`config.mk`:
```
export PLATFORM = sky130hd
export DESIGN_NAME = ps2_keyboard_rx
export DESIGN_NICKNAME = d
export VERILOG_FILES = /design/src/rtl/ps2_pkg.sv /design/src/rtl/ps2_rx_fifo.sv /design/src/rtl/ps2_keyboard_rx.sv
export SDC_FILE = /design/constraint.sdc
export NUM_CORES = 1
export LEC_CHECK = 0
export ABC_CLOCK_PERIOD_IN_PS = 2800
export CELL_PAD_IN_SITES_DETAIL_PLACEMENT = 1
export CELL_PAD_IN_SITES_GLOBAL_PLACEMENT = 1
export CORE_MARGIN = 4
export CORE_UTILIZATION = 45
export DETAILED_ROUTE_END_ITERATION = 10
export GPL_ROUTABILITY_DRIVEN = 0
export GPL_TIMING_DRIVEN = 1
export HOLD_SLACK_MARGIN = 0.15
export PLACE_DENSITY = 0.73
export SETUP_SLACK_MARGIN = 0.4
export SYNTH_ARGS = -nofsm -noshare
export SYNTH_HDL_FRONTEND = slang
export SYNTH_HIERARCHICAL = 1
export SYNTH_SLANG_ARGS = --single-unit
export TNS_END_PERCENT = 1
```
`constraint.sdc`:
```
create_clock -name clk -period 2.8 [get_ports clk]
set_clock_uncertainty 0.2 [all_clocks]
set_input_delay 0.56 -clock clk [delete_from_list [all_inputs] [get_ports clk]]
set_output_delay 0.56 -clock clk [all_outputs]
set_load 0.02 [all_outputs]
```
`src/rtl/ps2_pkg.sv`:
```
// Shared types and constants for the PS/2 keyboard receive path.
package ps2_pkg;

    typedef enum logic [1:0] {
        ST_IDLE   = 2'd0,
        ST_DATA   = 2'd1,
        ST_PARITY = 2'd2,
        ST_STOP   = 2'd3
    } ps2_state_e;

    localparam logic [7:0] PS2_PREFIX_EXT = 8'hE0;
    localparam logic [7:0] PS2_PREFIX_BRK = 8'hF0;

    localparam int unsigned PS2_ENTRY_W = 10;

    typedef struct packed {
        logic       ext;
        logic       brk;
        logic [7:0] code;
    } ps2_entry_t;

endpackage

```
`src/rtl/ps2_rx_fifo.sv`:
```
// Show-ahead FIFO; a push while full is still accepted when a pop happens in the same cycle.
module ps2_rx_fifo #(
    parameter int unsigned DEPTH = 8,
    parameter int unsigned WIDTH = 10
) (
    input  logic             clk,
    input  logic             rst_n,
    input  logic             push_i,
    input  logic [WIDTH-1:0] data_i,
    input  logic             pop_i,
    output logic [WIDTH-1:0] data_o,
    output logic             full_o,
    output logic             empty_o
);
    localparam int unsigned AW = (DEPTH > 1) ? $clog2(DEPTH) : 1;

    logic [AW:0]      wr_ptr_q;
    logic [AW:0]      rd_ptr_q;
    logic [WIDTH-1:0] mem_q [DEPTH];
    logic             do_pop;
    logic             do_push;

    // Extra pointer bit distinguishes full from empty when the indices match.
    assign empty_o = (wr_ptr_q == rd_ptr_q);
    assign full_o  = (wr_ptr_q[AW] != rd_ptr_q[AW]) &&
                     (wr_ptr_q[AW-1:0] == rd_ptr_q[AW-1:0]);
    assign data_o  = mem_q[rd_ptr_q[AW-1:0]];
    assign do_pop  = pop_i & ~empty_o;
    assign do_push = push_i & (~full_o | do_pop);

    always_ff @(posedge clk or negedge rst_n) begin
        if (!rst_n) begin
            wr_ptr_q <= '0;
            rd_ptr_q <= '0;
            for (int i = 0; i < int'(DEPTH); i++) begin
                mem_q[i] <= '0;
            end
        end else begin
            if (do_push) begin
                mem_q[wr_ptr_q[AW-1:0]] <= data_i;
                wr_ptr_q                <= wr_ptr_q + (AW+1)'(1);
            end
            if (do_pop) begin
                rd_ptr_q <= rd_ptr_q + (AW+1)'(1);
            end
        end
    end

endmodule

```
`src/rtl/ps2_keyboard_rx.sv`:
```
// PS/2 keyboard receiver: pin sync, frame deserializer, E0/F0 prefix folding, event FIFO.
// Define PS2_PARITY_CHECK_EN to reject bad-parity frames and report them on parity_err.
module ps2_keyboard_rx
    import ps2_pkg::*;
#(
    parameter int unsigned FIFO_DEPTH     = 8,
    parameter int unsigned TIMEOUT_CYCLES = 50000
) (
    input  logic       clk,
    input  logic       rst_n,
    input  logic       ps2_clk,
    input  logic       ps2_data,
    input  logic       out_ready,
    input  logic       clr_err,
    output logic       out_valid,
    output logic [7:0] scan_code,
    output logic       is_break,
    output logic       is_ext,
    output logic       overflow,
    output logic       parity_err
);
    localparam int unsigned TO_W = $clog2(TIMEOUT_CYCLES);
    localparam logic [TO_W-1:0] TO_LAST = TO_W'(TIMEOUT_CYCLES - 1);

    logic [1:0]      clk_sync_q;
    logic [1:0]      data_sync_q;
    logic            clk_prev_q;
    logic            fall_c;
    logic            data_c;
    logic [TO_W-1:0] to_cnt_q;
    logic            timeout_c;
    ps2_state_e      state_q;
    logic [2:0]      bit_cnt_q;
    logic [7:0]      shift_q;
    logic [7:0]      byte_q;
    logic            byte_vld_q;
    logic            par_ok_c;
    logic            ext_pend_q;
    logic            brk_pend_q;
    logic            overflow_q;
    logic            push_c;
    logic            pop_c;
    logic            fifo_full;
    logic            fifo_empty;
    ps2_entry_t      entry_c;
    ps2_entry_t      head;

    // Synchronizers idle high so reset release never fakes a falling edge.
    always_ff @(posedge clk or negedge rst_n) begin
        if (!rst_n) begin
            clk_sync_q  <= 2'b11;
            data_sync_q <= 2'b11;
            clk_prev_q  <= 1'b1;
        end else begin
            clk_sync_q  <= {clk_sync_q[0], ps2_clk};
            data_sync_q <= {data_sync_q[0], ps2_data};
            clk_prev_q  <= clk_sync_q[1];
        end
    end

    assign fall_c    = clk_prev_q & ~clk_sync_q[1];
    assign data_c    = data_sync_q[1];
    assign timeout_c = (state_q != ST_IDLE) && (to_cnt_q == TO_LAST);

    always_ff @(posedge clk or negedge rst_n) begin
        if (!rst_n) begin
            to_cnt_q <= '0;
        end else if (fall_c) begin
            to_cnt_q <= '0;
        end else if (to_cnt_q != TO_LAST) begin
            to_cnt_q <= to_cnt_q + TO_W'(1);
        end
    end

`ifdef PS2_PARITY_CHECK_EN
    logic par_q;
    logic parity_err_q;

    assign par_ok_c   = ^{shift_q, par_q};
    assign parity_err = parity_err_q;

    always_ff @(posedge clk or negedge rst_n) begin
        if (!rst_n) begin
            par_q        <= 1'b0;
            parity_err_q <= 1'b0;
        end else begin
            if (fall_c && state_q == ST_PARITY) begin
                par_q <= data_c;
            end
            parity_err_q <= (fall_c && state_q == ST_STOP && !par_ok_c) |
                            (parity_err_q & ~clr_err);
        end
    end
`else
    assign par_ok_c   = 1'b1;
    assign parity_err = 1'b0;
`endif

    // Frame FSM advances only on detected ps2_clk falling edges.
    always_ff @(posedge clk or negedge rst_n) begin
        if (!rst_n) begin
            state_q    <= ST_IDLE;
            bit_cnt_q  <= '0;
            shift_q    <= '0;
            byte_q     <= '0;
            byte_vld_q <= 1'b0;
        end else begin
            byte_vld_q <= 1'b0;
            if (fall_c) begin
                case (state_q)
                    ST_IDLE: begin
                        if (!data_c) begin
                            state_q   <= ST_DATA;
                            bit_cnt_q <= '0;
                        end
                    end
                    ST_DATA: begin
                        shift_q   <= {data_c, shift_q[7:1]};
                        bit_cnt_q <= bit_cnt_q + 3'(1);
                        if (bit_cnt_q == 3'd7) begin
                            state_q <= ST_PARITY;
                        end
                    end
                    ST_PARITY: state_q <= ST_STOP;
                    ST_STOP: begin
                        state_q    <= ST_IDLE;
                        byte_q     <= shift_q;
                        byte_vld_q <= data_c & par_ok_c;
                    end
                    default: state_q <= ST_IDLE;
                endcase
            end else if (timeout_c) begin
                state_q <= ST_IDLE;
            end
        end
    end

    assign push_c  = byte_vld_q && (byte_q != PS2_PREFIX_EXT) && (byte_q != PS2_PREFIX_BRK);
    assign pop_c   = out_valid & out_ready;
    assign entry_c = '{ext: ext_pend_q, brk: brk_pend_q, code: byte_q};

    // Prefix folding; pending flags clear on every non-prefix byte, even a dropped one.
    always_ff @(posedge clk or negedge rst_n) begin
        if (!rst_n) begin
            ext_pend_q <= 1'b0;
            brk_pend_q <= 1'b0;
            overflow_q <= 1'b0;
        end else begin
            if (byte_vld_q) begin
                if (byte_q == PS2_PREFIX_EXT) begin
                    ext_pend_q <= 1'b1;
                end else if (byte_q == PS2_PREFIX_BRK) begin
                    brk_pend_q <= 1'b1;
                end else begin
                    ext_pend_q <= 1'b0;
                    brk_pend_q <= 1'b0;
                end
            end
            overflow_q <= (push_c & fifo_full & ~pop_c) | (overflow_q & ~clr_err);
        end
    end

    ps2_rx_fifo #(
        .DEPTH (FIFO_DEPTH),
        .WIDTH (PS2_ENTRY_W)
    ) u_fifo (
        .clk     (clk),
        .rst_n   (rst_n),
        .push_i  (push_c),
        .data_i  (entry_c),
        .pop_i   (pop_c),
        .data_o  (head),
        .full_o  (fifo_full),
        .empty_o (fifo_empty)
    );

    assign out_valid = ~fifo_empty;
    assign scan_code = head.code;
    assign is_break  = head.brk;
    assign is_ext    = head.ext;
    assign overflow  = overflow_q;

endmodule

```
======== Word-level counts from Yosys, hierarchy flattened ========
Index checks and enable logic that the tools add are counted.
storage, ports and cells
  logic and storage cells ................. 99
  latch bits .............................. 0
  output and inout bits ................... 13
  memory bits (writable) .................. 0
  bits in read-only memories .............. 0
  input bits .............................. 6
  flip-flop bits (word level) ............. 134
  memories kept ........................... 0
cells by class
  mux-type cells .......................... 20
  $add $sub $neg .......................... 4
  bitwise operators ....................... 17
  divide/modulo/power cells ............... 0
  reductions and logical operators ........ 16
  shift-type cells ........................ 0
  equality and inequality tests ........... 17
  multiply operators ...................... 0
  $lt $le $gt $ge ......................... 3
operators by type and width
  kind                                                              count
  80-bit bitwise mux                                                1
  16-bit 2-to-1 mux                                                 2
  10-bit binary-select mux with 3-bit select                        1
  10-bit demux with 3-bit select                                    1
  10-bit 2-to-1 mux                                                 3
  16-bit by 1-bit adder with 16-bit output (second input constant)  1
  16-bit == test (second input constant)                            1
  8-bit == test (second input constant)                             2
  16-bit inequality test (second input constant)                    1
  8-bit inequality test (second input constant)                     2
  4-bit by 1-bit adder with 4-bit output (second input constant)    2
  4-bit greater-or-equal comparator (second input constant)         2
  2-bit 2-to-1 mux                                                  4
  3-bit inverter with 4-bit output                                  2
  2-bit case mux with 4 select lines                                1
  2-bit AND reduction                                               4
  2-bit nonzero test                                                4
  1-bit AND                                                         7
  3-bit inequality test (second input constant)                     2
  1-bit inverter                                                    6
  3-bit case mux with 2 select lines                                1
  3-bit AND reduction                                               2
  1-bit logical AND                                                 5
  1-bit 2-to-1 mux                                                  5
  12 further kinds                                                  15

======== Depth between registers and ports, before layout ========
  word-level depth ........................ 6
  mapped depth ............................ 10
  gate-level depth less buffers ........... 8

======== By module ========
The synthesis kept the hierarchy.
by module, submodules not included
  module           area an instance (µm²)  instances  cells each
  ps2_rx_fifo      4,071.4                 1          257
  ps2_keyboard_rx  2,103.3                 1          182

======== Least setup slack after synthesis ========
Ideal clock, no wire load.
  path type ............................... register to register
  start point ............................. register u_fifo.rd_ptr_q[1]
  end point ............................... register u_fifo/mem_q[50] in the netlist's numbering
  slack ................................... 321 ps
  stages on the path, launching flop included .. 11
  required time ........................... 2,475 ps
  setup time .............................. 125 ps
  period minus slack after synthesis ...... 2,479 ps
  path buffers ............................ 2
  data arrival time ....................... 2,154 ps
  cell sequence ........................... dfrtp_1 clkbuf_1 xnor2_1 nand2_1 nor2_1 nor2b_1 nor2b_1 a41o_1 nor3b_1 buf_2 mux2_2
on the way
  longest elaborated chain between the ends .. 6
  elaborated cells on any way between the ends .. 9
  classes of those cells .................. eq/ne (2); bitwise (6); reduce/logical (1)
ends and longest elaborated chain
  item                           line                    RTL
  start, declared                ps2_rx_fifo.sv:18       logic [AW:0] rd_ptr_q;
  start signal, assigned         ps2_rx_fifo.sv:44       rd_ptr_q <= rd_ptr_q + (AW+1)'(1);
  4-bit == test                  ps2_rx_fifo.sv:24       assign empty_o = (wr_ptr_q == rd_ptr_q);
  net fifo_empty                 ps2_keyboard_rx.sv:44   logic fifo_empty;
  1-bit inverter                 ps2_keyboard_rx.sv:177  assign out_valid = ~fifo_empty;
  1-bit AND                      ps2_keyboard_rx.sv:139  assign pop_c = out_valid & out_ready;
  net pop_c                      ps2_keyboard_rx.sv:42   logic pop_c;
  1-bit AND                      ps2_rx_fifo.sv:28       assign do_pop = pop_i & ~empty_o;
  1-bit bitwise OR               ps2_rx_fifo.sv:29       assign do_push = push_i & (~full_o | do_pop);
  1-bit AND                      ps2_rx_fifo.sv:29
  end signal, assigned by index  ps2_rx_fifo.sv:40       mem_q[wr_ptr_q[AW-1:0]] <= data_i;
  end, declared                  ps2_rx_fifo.sv:19       logic [WIDTH-1:0] mem_q [DEPTH];
The timed path passes the listed nets, and every way through them passes these cells.
A chain may end at the register's enable or synchronous reset.

======== Worst setup path after layout ========
  start point ............................. register u_fifo.rd_ptr_q[0]
  end point ............................... output scan_code[1]
on the way
  longest elaborated chain between the ends .. 4
ends and longest elaborated chain
  item                                                    line                   RTL
  3-bit inverter with 4-bit output (implied by the code)  ps2_rx_fifo.sv:27      assign data_o = mem_q[rd_ptr_q[AW-1:0]];
  10-bit binary-select mux with 3-bit select              ps2_rx_fifo.sv:27
  10-bit 2-to-1 mux (implied by the code) (2 in series)   ps2_rx_fifo.sv:27
  end, declared                                           ps2_keyboard_rx.sv:16  output logic [7:0] scan_code,
Every way passes these cells. The select of a mux whose other input is x is not followed.

==> qor.csv <==
stage;metric;value;unit
status;status;finished, violations left;
status;failing checks;setup timing;
layout;final non-filler cell total;680;
drt;Remaining DRCs;0;
drt;Post-DRT Antenna Nets;0;
timing;# setup viols final;1;
placed_design;Post-DP Area;0.006794;mm2
power_and_ir_drop;P_leak;3.761;nW
drt;via count;3830;
setup_path;largest delay contributor family on the critical path;multiplexers;
timing;period utilization;1.001;
grt;antenna violations before repair;0;
logic_synthesis;register area share after synthesis;0.5441;
placed_design;HPWL after DPL;8815;um
layout;# diodes;0;
clock_network;CTS H-tree depth;4;
timing;Sum Neg Setup Slack;-0.003242;ns
floorplan;die width;125.1;um
logic_synthesis;Mapped Avg Cell Area;14.07;um2
clock_network;root buf cell;clkbuf_16;
clock_network;CTS tree;done;
timing;unrepaired setup endpoints after global routing;yes;
setup_path;most frequent CP cell;buf_6;
placed_design;# port buffers;17;
setup_path;crit-path max cell delay;0.51;ns
job;Max-Cap Viols;0;
placed_design;Setup WS pre-CTS;0.04745;ns
setup_path;crit path DAT;2.04;ns
layout;# fillers;1284;
logic_synthesis;synth unique cells;50;
layout;final core occ;0.5942;
logic_synthesis;cell count after synthesis;439;
layout;design area;0.007931;mm2
min_path;HP Class;reg -> reg;
logic_synthesis;Synth Net Count;454;
setup_path;CP bufs+invs;3;
grt;first-pass GRT wire length;24070;um
power_and_ir_drop;worst-case vdd ir drop;0.0005776;V
timing;endpoints failing hold;0;
layout;Reg area;0.003362;mm2
setup_path;Worst path slowest cell;mux4_2;
clock_network;Max clock buf depth;2;
drt;Initial DRC Count;197;
layout;share of post-route cells with drive strength above 1;0.4603;
timing;setup ws final;-0.003242;ns
grt;Congestion Overflow GR;0;
clock_network;CTS Buf Count;17;
timing;normalized max-slew margin;0.6484;
power_and_ir_drop;total power;6.321;mW
setup_path;r2r setup slk;0.12;ns
floorplan;die area;0.01566;mm2
drt;TritonRoute pass-1 iters;4;
floorplan;initial core utilization;0.4626;
setup_path;critical path peak fanout;6;
layout;Layout Area Growth over Synthesis;28.45;%
clock_network;worst-skew pair later-pin latency;0.43;ns
drt;vias per cell;5.632;
layout;area occupied by multi-input gates;0.003108;mm2
layout;count of nets after finishing;506;
timing;Worst-Margin Slew;0.5273;ns
logic_synthesis;predominant post-synthesis flop cell;dfrtp_1;
timing;Slew Viols, Final;0;
setup_path;crit end category;output port;
timing;crit path time final;2.803;ns
logic_synthesis;Ys Warns;6;
floorplan;I/O Pins;19;
drt;drt wl/cell;23.94;um
grt;largest net degree at the start of global routing;55;
floorplan;die span in y;125.1;um
setup_path;critical-path cell list;buf_6 -> buf_12 -> mux4_2 -> mux2_4 -> buf_6;
clock_network;Clock transition at path regs;0.06;ns
logic_synthesis;synthesis-stage register bit count;134;
floorplan;core area;0.01335;mm2
grt;number of global-route vias before repair;4194;
clock_network;Num Clock Sinks;134;
grt;Tot GR Track Use;0.2010;
timing;Max Freq;356.7;MHz
setup_path;startpoint types;register;
logic_synthesis;Post-synth ARST share;1.000;
logic_synthesis;Synth Cell Area;0.006175;mm2
setup_path;Worst EP required;2.04;ns
power_and_ir_drop;PD cells;797.0;mW/mm2
placed_design;total placed cells including tap cells;641;
floorplan;# rows;42;
logic_synthesis;Post-synth EDFFs;0;
drt;WL final;16280;um
timing;Hold WS;0.1584;ns
setup_path;Setup CP Type;reg -> out;
-- power breakdown --
group	switching (mW)	internal, mW	total (mW)	leakage (nW)
Combinational	0.855	0.865	1.72	1.68
Sequential	0.272	2.16	2.43	1.81
Clock	0.847	1.33	2.17	0.279
-- placed cells by master, fill, tap and decap left out, types with 3 or more instances in the layout --
master / Yosys / routed
buf_6: 0 / 14
clkdlybuf4s50_1: 0 / 5
inv_1: 12 / 11
clkinv_2: 0 / 5
ha_1: 9 / 9
clkbuf_16: 0 / 18
o21ai_0: 5 / 4
nor4_1: 3 / 3
mux2_4: 0 / 87
nor2b_1: 9 / 5
dfrtp_1: 129 / 127
nor3_1: 5 / 5
xnor2_1: 17 / 16
clkbuf_1: 5 / 5
nand4_2: 3 / 3
buf_4: 2 / 14
mux2_2: 106 / 21
nor2_1: 28 / 25
mux4_2: 20 / 20
nor2_4: 0 / 3
nand2_1: 14 / 12
xor2_1: 5 / 5
dfstp_2: 5 / 5
nand3_1: 12 / 12
a21oi_1: 3 / 3
buf_12: 0 / 12
-- registers in the layout, indices dropped and copies added (netlist names) --
register	cells
u_fifo/mem_q	80
to_cnt_q	16
byte_q	8
shift_q	8
u_fifo/rd_ptr_q	4
u_fifo/wr_ptr_q	4
bit_cnt_q	3
clk_sync_q	2
data_sync_q	2
state_q	2
brk_pend_q	1
byte_vld_q	1
clk_prev_q	1
ext_pend_q	1
overflow	1
-- synth_stat cells (2+ instances only) --
| cell | instances | area share |
|---|---|---|
| a21oi_1 | 3 | 0.0024 |
| a31oi_1 | 2 | 0.0020 |
| a32oi_1 | 2 | 0.0028 |
| a41o_1 | 2 | 0.0032 |
| and3_1 | 2 | 0.0020 |
| buf_2 | 9 | 0.0073 |
| buf_4 | 2 | 0.0024 |
| clkbuf_1 | 5 | 0.0030 |
| dfrtp_1 | 129 | 0.52 |
| dfstp_2 | 5 | 0.021 |
| ha_1 | 9 | 0.018 |
| inv_1 | 12 | 0.0073 |
| mux2_1 | 3 | 0.0055 |
| mux2_2 | 106 | 0.19 |
| mux4_2 | 20 | 0.073 |
| nand2_1 | 14 | 0.0085 |
| nand3_1 | 12 | 0.0097 |
| nand3b_1 | 2 | 0.0024 |
| nand4_2 | 3 | 0.0061 |
| nor2_1 | 28 | 0.017 |
| nor2b_1 | 9 | 0.0091 |
| nor3_1 | 5 | 0.0041 |
| nor4_1 | 3 | 0.0030 |
| o21ai_0 | 5 | 0.0041 |
| o22ai_1 | 2 | 0.0020 |
| xnor2_1 | 17 | 0.024 |
| xor2_1 | 5 | 0.0071 |
-- metal layers --
| metal | up-vias | track usage | wire (um) |
|---|---|---|---|
| met4 | 0 | 0.07908 | 497 |
| met2 | 62 | 0.3312 | 8157 |
| met3 | 31 | 0.05373 | 569 |
| met5 | - | 0 | 0 |
| met1 | 2044 | 0.2544 | 7054 |
| li1 | 1693 | - | - |
-- repair_timing --
action,in CTS,in global routing
pin swaps,12,13
hold buffers,1,0
setup endpoints to repair,91,92
endpoints found under the hold margin,46,0
buffers inserted,3,1
cloned,1,1
gates resized for setup,121,69
-- cell type report --
type	count	area share
Inverter	12	0.005679
Clock inverter	9	0.01294
Multi-Input combinational cell	276	0.3919
Timing Repair Buffer	50	0.08014
Tap cell	176	0.02776
Clock buffer	23	0.05774
Sequential cell	134	0.4239
-- final timing paths --
check,from,depth (start not counted),endpoint
setup / recovery,u_fifo/rd_ptr_q[0]$_DFFE_PN0P_,5,scan_code[1]
hold / removal,data_sync_q[0]$_DFF_PN1_,0,data_sync_q[1]$_DFF_PN1_
setup reg to reg,u_fifo/rd_ptr_q[0]$_DFFE_PN0P_,12,u_fifo/mem_q[56]$_DFFE_PN0P_
hold reg to reg,data_sync_q[0]$_DFF_PN1_,0,data_sync_q[1]$_DFF_PN1_
max in group asynchronous,rst_n,3,u_fifo/mem_q[37]$_DFFE_PN0P_
min in group asynchronous,rst_n,2,to_cnt_q[10]$_DFFE_PN0P_
-- logic make-up after synthesis --
| group | after synthesis | synth area share |
|---|---|---|
| AOI/OAI and AO/OA | 25 | 0.03080 |
| xor gates and xnor gates | 23 | 0.03384 |
| adders and majority gates | 9 | 0.01824 |
| buffers and inverters | 29 | 0.02067 |
| DFF | 134 | 0.5441 |
| muxes | 130 | 0.2734 |
| other | 1 | 0.0006073 |
| and+or+nand+nor | 88 | 0.07842 |
No activity file was read; power rests on OpenSTA's default activity.
